--- src/rtl/serial_paralelo_rx.sv ---
// -----------------------------------------------------------------------------
// serial_paralelo_rx
// Receive-side deserializer for the PHY lane. It takes the MSB-first serial
// stream in the clk_32f domain, finds byte alignment by hunting for the COMMA
// symbol, locks after COM_LOCK consecutive boundary-aligned COMMAs, and then
// delivers one byte per 8 clocks with a one-cycle strobe.
//
// Ports
//   clk_32f   in   1  bit-rate clock, all logic on posedge
//   reset     in   1  asynchronous, active-high reset
//   data_in   in   1  serial bit, MSB of each byte first
//   resync    in   1  sync pulse, forces the FSM back to SEARCH
//   data_out  out  8  last aligned byte received
//   valid_out out  1  1 = data byte, 0 = COMMA (idle)
//   byte_stb  out  1  one-cycle pulse when data_out/valid_out update
//   active    out  1  1 while the FSM is ALIGNED (one edge behind the state)
// -----------------------------------------------------------------------------
module serial_paralelo_rx #(
    parameter logic [7:0]  COMMA    = 8'hBC,
    parameter int unsigned COM_LOCK = 4
) (
    input  logic       clk_32f,
    input  logic       reset,
    input  logic       data_in,
    input  logic       resync,
    output logic [7:0] data_out,
    output logic       valid_out,
    output logic       byte_stb,
    output logic       active
);

    typedef enum logic [1:0] {
        ST_SEARCH  = 2'd0,
        ST_LOCKING = 2'd1,
        ST_ALIGNED = 2'd2
    } state_t;

    localparam logic [3:0] LOCK_N = 4'(COM_LOCK);

    state_t     state_q,   state_d;
    logic [7:0] sr_q,      sr_d;
    logic [2:0] bit_cnt_q, bit_cnt_d;
    logic [3:0] com_cnt_q, com_cnt_d;
    logic [7:0] data_q,    data_d;
    logic       valid_q,   valid_d;
    logic       stb_q,     stb_d;
    logic       active_q,  active_d;

    logic [7:0] cand_s;
    logic       is_com_s;
    logic       boundary_s;
    logic [3:0] com_inc_s;

    // Next-state logic: shift register, alignment FSM and output registers.
    always_comb begin
        cand_s     = {sr_q[6:0], data_in};
        is_com_s   = (cand_s == COMMA);
        boundary_s = (bit_cnt_q == 3'd7);
        com_inc_s  = com_cnt_q + 4'd1;

        // The shift register keeps running regardless of resync so that a
        // COMMA completing right after a resync can still be hunted.
        sr_d      = cand_s;
        bit_cnt_d = bit_cnt_q + 3'd1;
        com_cnt_d = com_cnt_q;
        state_d   = state_q;
        data_d    = data_q;
        valid_d   = valid_q;
        stb_d     = 1'b0;
        // active trails the state register by one edge.
        active_d  = (state_q == ST_ALIGNED);

        if (resync) begin
            state_d   = ST_SEARCH;
            com_cnt_d = 4'd0;
            active_d  = 1'b0;
            valid_d   = 1'b0;
        end else begin
            case (state_q)
                ST_SEARCH: begin
                    // Bit-by-bit hunt: any phase may match.
                    if (is_com_s) begin
                        bit_cnt_d = 3'd0;
                        com_cnt_d = 4'd1;
                        state_d   = (LOCK_N == 4'd1) ? ST_ALIGNED : ST_LOCKING;
                    end else begin
                        state_d   = ST_SEARCH;
                    end
                end
                ST_LOCKING: begin
                    // Only the byte boundary of the hunted phase is examined.
                    if (boundary_s) begin
                        if (is_com_s) begin
                            com_cnt_d = com_inc_s;
                            state_d   = (com_inc_s == LOCK_N) ? ST_ALIGNED : ST_LOCKING;
                        end else begin
                            com_cnt_d = 4'd0;
                            state_d   = ST_SEARCH;
                        end
                    end else begin
                        state_d   = ST_LOCKING;
                    end
                end
                ST_ALIGNED: begin
                    if (boundary_s) begin
                        data_d  = cand_s;
                        valid_d = ~is_com_s;
                        stb_d   = 1'b1;
                    end else begin
                        stb_d   = 1'b0;
                    end
                end
                default: begin
                    state_d   = ST_SEARCH;
                    com_cnt_d = 4'd0;
                end
            endcase
        end
    end

    // State and output registers with asynchronous active-high reset.
    always_ff @(posedge clk_32f or posedge reset) begin
        if (reset) begin
            state_q   <= ST_SEARCH;
            sr_q      <= 8'd0;
            bit_cnt_q <= 3'd0;
            com_cnt_q <= 4'd0;
            data_q    <= 8'd0;
            valid_q   <= 1'b0;
            stb_q     <= 1'b0;
            active_q  <= 1'b0;
        end else begin
            state_q   <= state_d;
            sr_q      <= sr_d;
            bit_cnt_q <= bit_cnt_d;
            com_cnt_q <= com_cnt_d;
            data_q    <= data_d;
            valid_q   <= valid_d;
            stb_q     <= stb_d;
            active_q  <= active_d;
        end
    end

    assign data_out  = data_q;
    assign valid_out = valid_q;
    assign byte_stb  = stb_q;
    assign active    = active_q;

endmodule

--- config.mk ---
export PLATFORM = sky130hd
export DESIGN_NAME = serial_paralelo_rx
export DESIGN_NICKNAME = d
export VERILOG_FILES = /design/src/rtl/serial_paralelo_rx.sv
export SDC_FILE = /design/constraint.sdc
export NUM_CORES = 1
export LEC_CHECK = 0
export ABC_AREA = 1
export CAP_MARGIN = 20
export CORE_MARGIN = 2
export CORE_UTILIZATION = 43
export DETAILED_ROUTE_END_ITERATION = 10
export PLACE_DENSITY = 0.73
export SLEW_MARGIN = 20
export SYNTH_ARGS = -nofsm -noshare
export SYNTH_HDL_FRONTEND = slang
export SYNTH_SLANG_ARGS = --single-unit
--- constraint.sdc ---
create_clock -name clk_32f -period 1.33 [get_ports clk_32f]
set_input_delay 0.266 -clock clk_32f [delete_from_list [all_inputs] [get_ports clk_32f]]
set_output_delay 0.266 -clock clk_32f [all_outputs]
set_load 0.02 [all_outputs]
==> impl_metrics.py <==
metrics = {
    "run_status": {
        "status": "complete, but fails checks",
        "failed_checks": "setup timing",
    },
    "timing": {
        "clock_skew_ns": 0.004313,
        "worst_slew_pin_slew_ns": 0.2666,
        "finalCritPeriodShare_pct": 100.7,
        "fmax_mhz": 746.8,
        "layout_setup_ws_ns": -0.009133,
        "max_slew_margin_pct": 82.17,
        "period_needed_ns": 1.339,
        "drv_slew": 0,
        "setup-violations-final": 1,
        "hold_viol": 0,
        "rsz0062_at_grt": "yes",
        "final.setup.tns_ns": -0.009133,
    },
    "power_and_ir_drop": {
        "vdd.ir_drop.worst_mv": 0.7338,
        "swShare_pct": 25.70,
        "leakagePower_nw": 0.8051,
        "clock_power_share_pct": 26.6,
        "switchingPower_w": 0.0003673,
        "pwr-share-seq_pct": 62.5,
        "powerDensity_nw_per_um2": 934.0,
        "power.internal_w": 0.001062,
        "power_frac_comb_pct": 10.9,
    },
    "critical_path": {
        "cp-startpoint": "bit_cnt_q[0]",
        "crit_required_ns": 1.58,
        "reg2regPathDepth": 10,
        "cp-start-kind": "flop",
        "arrival_ns": 1.59,
        "r2r_end": "com_cnt_q[0]",
        "cp_max_fo": 5,
        "critical_path_class": "flop to flop",
        "cpPeakStageDelay_ns": 0.42,
        "critical_path.top_delay_family": "flip-flops",
        "worst_path_max_delay_cell": "dfrtp_1",
        "cp_num_buf_inv": 2,
        "critPathCaptureType": "flop",
        "path_cells": "ha_2 -> ha_4 -> inv_2 -> nand2_2 -> nor2_4 -> nor2_2 -> nand2_2 -> nand2_1 -> nand2_1 -> inv_1",
        "r2r_setup_slack_ns": -0.009,
        "r2r-start": "bit_cnt_q[0]",
    },
    "grt": {
        "antenna_found_initial": 0,
        "grt_pass1_vias": 949,
        "grt_max_degree": 28,
        "track_usage_pct": 15.45,
        "overflow": 0,
        "grt_pass1_wl_um": 3967,
    },
    "clocking": {
        "root_buffer": "clkbuf_4",
        "clk_path_buf_depth": 2,
        "path_clk_slew_ns": 0.15,
        "cts_hold_buffers": 0,
        "clkSinkCount": 27,
        "cts_made_buffers": 3,
        "insertion_delay_ns": 0.33,
        "cts_tree": "done",
        "htree_levels": 1,
    },
    "logic_synthesis": {
        "synth_top_area_cell": "dfrtp_1",
        "yosys.area.top_type_share_pct": 54.93,
        "ys_warn_count": 0,
        "synth.yosys.seq_area_share_pct": 54.93,
        "synth_seq_cells": 27,
        "syn_inst": 140,
        "syn_area_um2": 1230,
        "synth.area.top_cells": "dfrtp_1, nand2_1, inv_1",
        "syn_avg_cell_area_um2": 8.785,
        "synth_fp_nets": 148,
        "synth.distinct_cells": 20,
    },
    "routing": {
        "drt_iter0_markers": 29,
        "drtAntennaViolNets": 0,
        "avgRoutedWirePerCell_um": 10.99,
        "firstDrtPassIters": 6,
        "drc_errors": 0,
        "wl_um": 2198,
        "num_vias": 922,
        "via_per_inst": 4.610,
    },
    "finish": {
        "fillers": 254,
        "syn2layout_area_growth_pct": 24.42,
        "layout_common_cells": "nand2_1, dfrtp_1, inv_1",
        "diodes": 0,
        "drive_gt1_share_pct": 28.99,
        "fin_nets": 178,
        "layout_commonest_cell": "nand2_1",
    },
    "placement": {
        "dp_slack_ns": -0.2345,
        "dp_hpwl_um": 1607,
        "gp_congestion": 0.8133,
        "port-buffer-count": 14,
    },
    "floorplan": {
        "initial_utilization_pct": 44.99,
        "die_area_um2": 3304,
        "core_um2": 2734,
        "rows": 19,
        "dieHeight_um": 57.48,
        "die_x_um": 57.48,
        "io_pins": 15,
    },
    "min_path": {
        "hold_path_class": "input pin to asynchronous set/reset pin",
    },
    "job": {
        "cap_violations": 0,
    },
}
==> state kept, by name, indices dropped and copies added, names as in the netlist <==
| register | count |
|---|---|
| active | 1 |
| bit_cnt_q | 3 |
| byte_stb | 1 |
| com_cnt_q | 4 |
| data_out | 8 |
| sr_q | 7 |
| state_q | 2 |
| valid_out | 1 |
==> through the flow <==
| stage | utilization (%) | power (W) | cell area, um2 | instances | hold WS, ns |
|---|---|---|---|---|---|
| CTS | 56.20 | 0.001445 | 1536 | 197 | 0.2565 |
| floorplan | - | 0.0009989 | 1247 | 140 | 0.2974 |
| detailed placement | 54.14 | 0.001064 | 1480 | 191 | 0.3824 |
| finish | 55.97 | 0.001429 | 1530 | 200 | 0.2508 |
| global route | 55.97 | 0.001511 | 1530 | 200 | 0.2524 |
| global placement | 54.14 | 0.001046 | 1480 | 191 | 0.3833 |
==> routing by layer <==
metal  wire (um)  track usage (%)  vias up
li1            -                -      484
met1        1050            20.27      416
met2        1032            25.49       16
met3          66            2.041        6
met4          48            6.977        0
met5           0                0        -
==> final cells by class <==
type                    instances  area (um2)  share of cell area [%]
flip-flops and latches         27       675.6                   44.15
multi-input cells              88       494.2                   32.30
repair buffers                 26       197.7                   12.92
inverters                      24       92.59                   6.051
well taps                      31       38.79                   2.535
clock buffers                   3       22.52                   1.472
clock inverters                 1       8.758                  0.5724
==> logic make-up (layout without fill, tap and decap cells) <==
kind of cell	count (synthesis)	after routing	share of synthesized area, %
AOI/OAI and AO/OA	8	8	5.085
buffers and inverters	25	54	8.240
adders and majority gates	4	4	4.069
and+or+nand+nor	76	76	27.67
DFF	27	27	54.93
==> worst max-delay path by stage <==
stage,depth (start not counted),endpoint
2_1_floorplan,10,com_cnt_q[0]
5_1_grt,10,com_cnt_q[0]
3_5_place_dp,7,bit_cnt_q[1]
6_report,10,com_cnt_q[0]
4_1_cts,10,com_cnt_q[0]
3_3_place_gp,9,com_cnt_q[0]
==> tightest hold or removal path, stage by stage <==
cell             delay [ns]
clkdlybuf4s50_1        0.40
inv_1                  0.09
buf_12                 0.19
==> cell usage after synthesis <==
library cell / count
a21oi_1: 1
buf_6: 1
dfrtp_1: 27
ha_1: 4
inv_1: 21
inv_2: 3
nand2_1: 43
nand2_2: 4
nand2_4: 1
nand3_1: 3
nand3b_1: 4
nand4_1: 2
nor2_1: 15
nor2_2: 2
nor2_4: 1
nor3_1: 1
o21ai_0: 1
o21ai_1: 1
o21ai_2: 4
o22ai_2: 1
==> power groups by stage <==
| stage | combinational [W] | clock, W | sequential [W] |
|---|---|---|---|
| 2_1_floorplan | 0.0000877 | 0 | 0.000911 |
| 3_3_place_gp | 0.000135 | 0 | 0.000911 |
| 3_5_place_dp | 0.000151 | 0 | 0.000913 |
| 4_1_cts | 0.000155 | 0.000395 | 0.000895 |
| 5_1_grt | 0.000181 | 0.000429 | 0.000901 |
| 6_report | 0.000156 | 0.000380 | 0.000894 |
==> repair_timing <==
item / CTS / global route
setup buffers: 2 / 3
setup endpoints to repair: 16 / 25
pin swaps: 8 / 2
resized for setup: 20 / 19
Power figures use the tool's default switching activity.
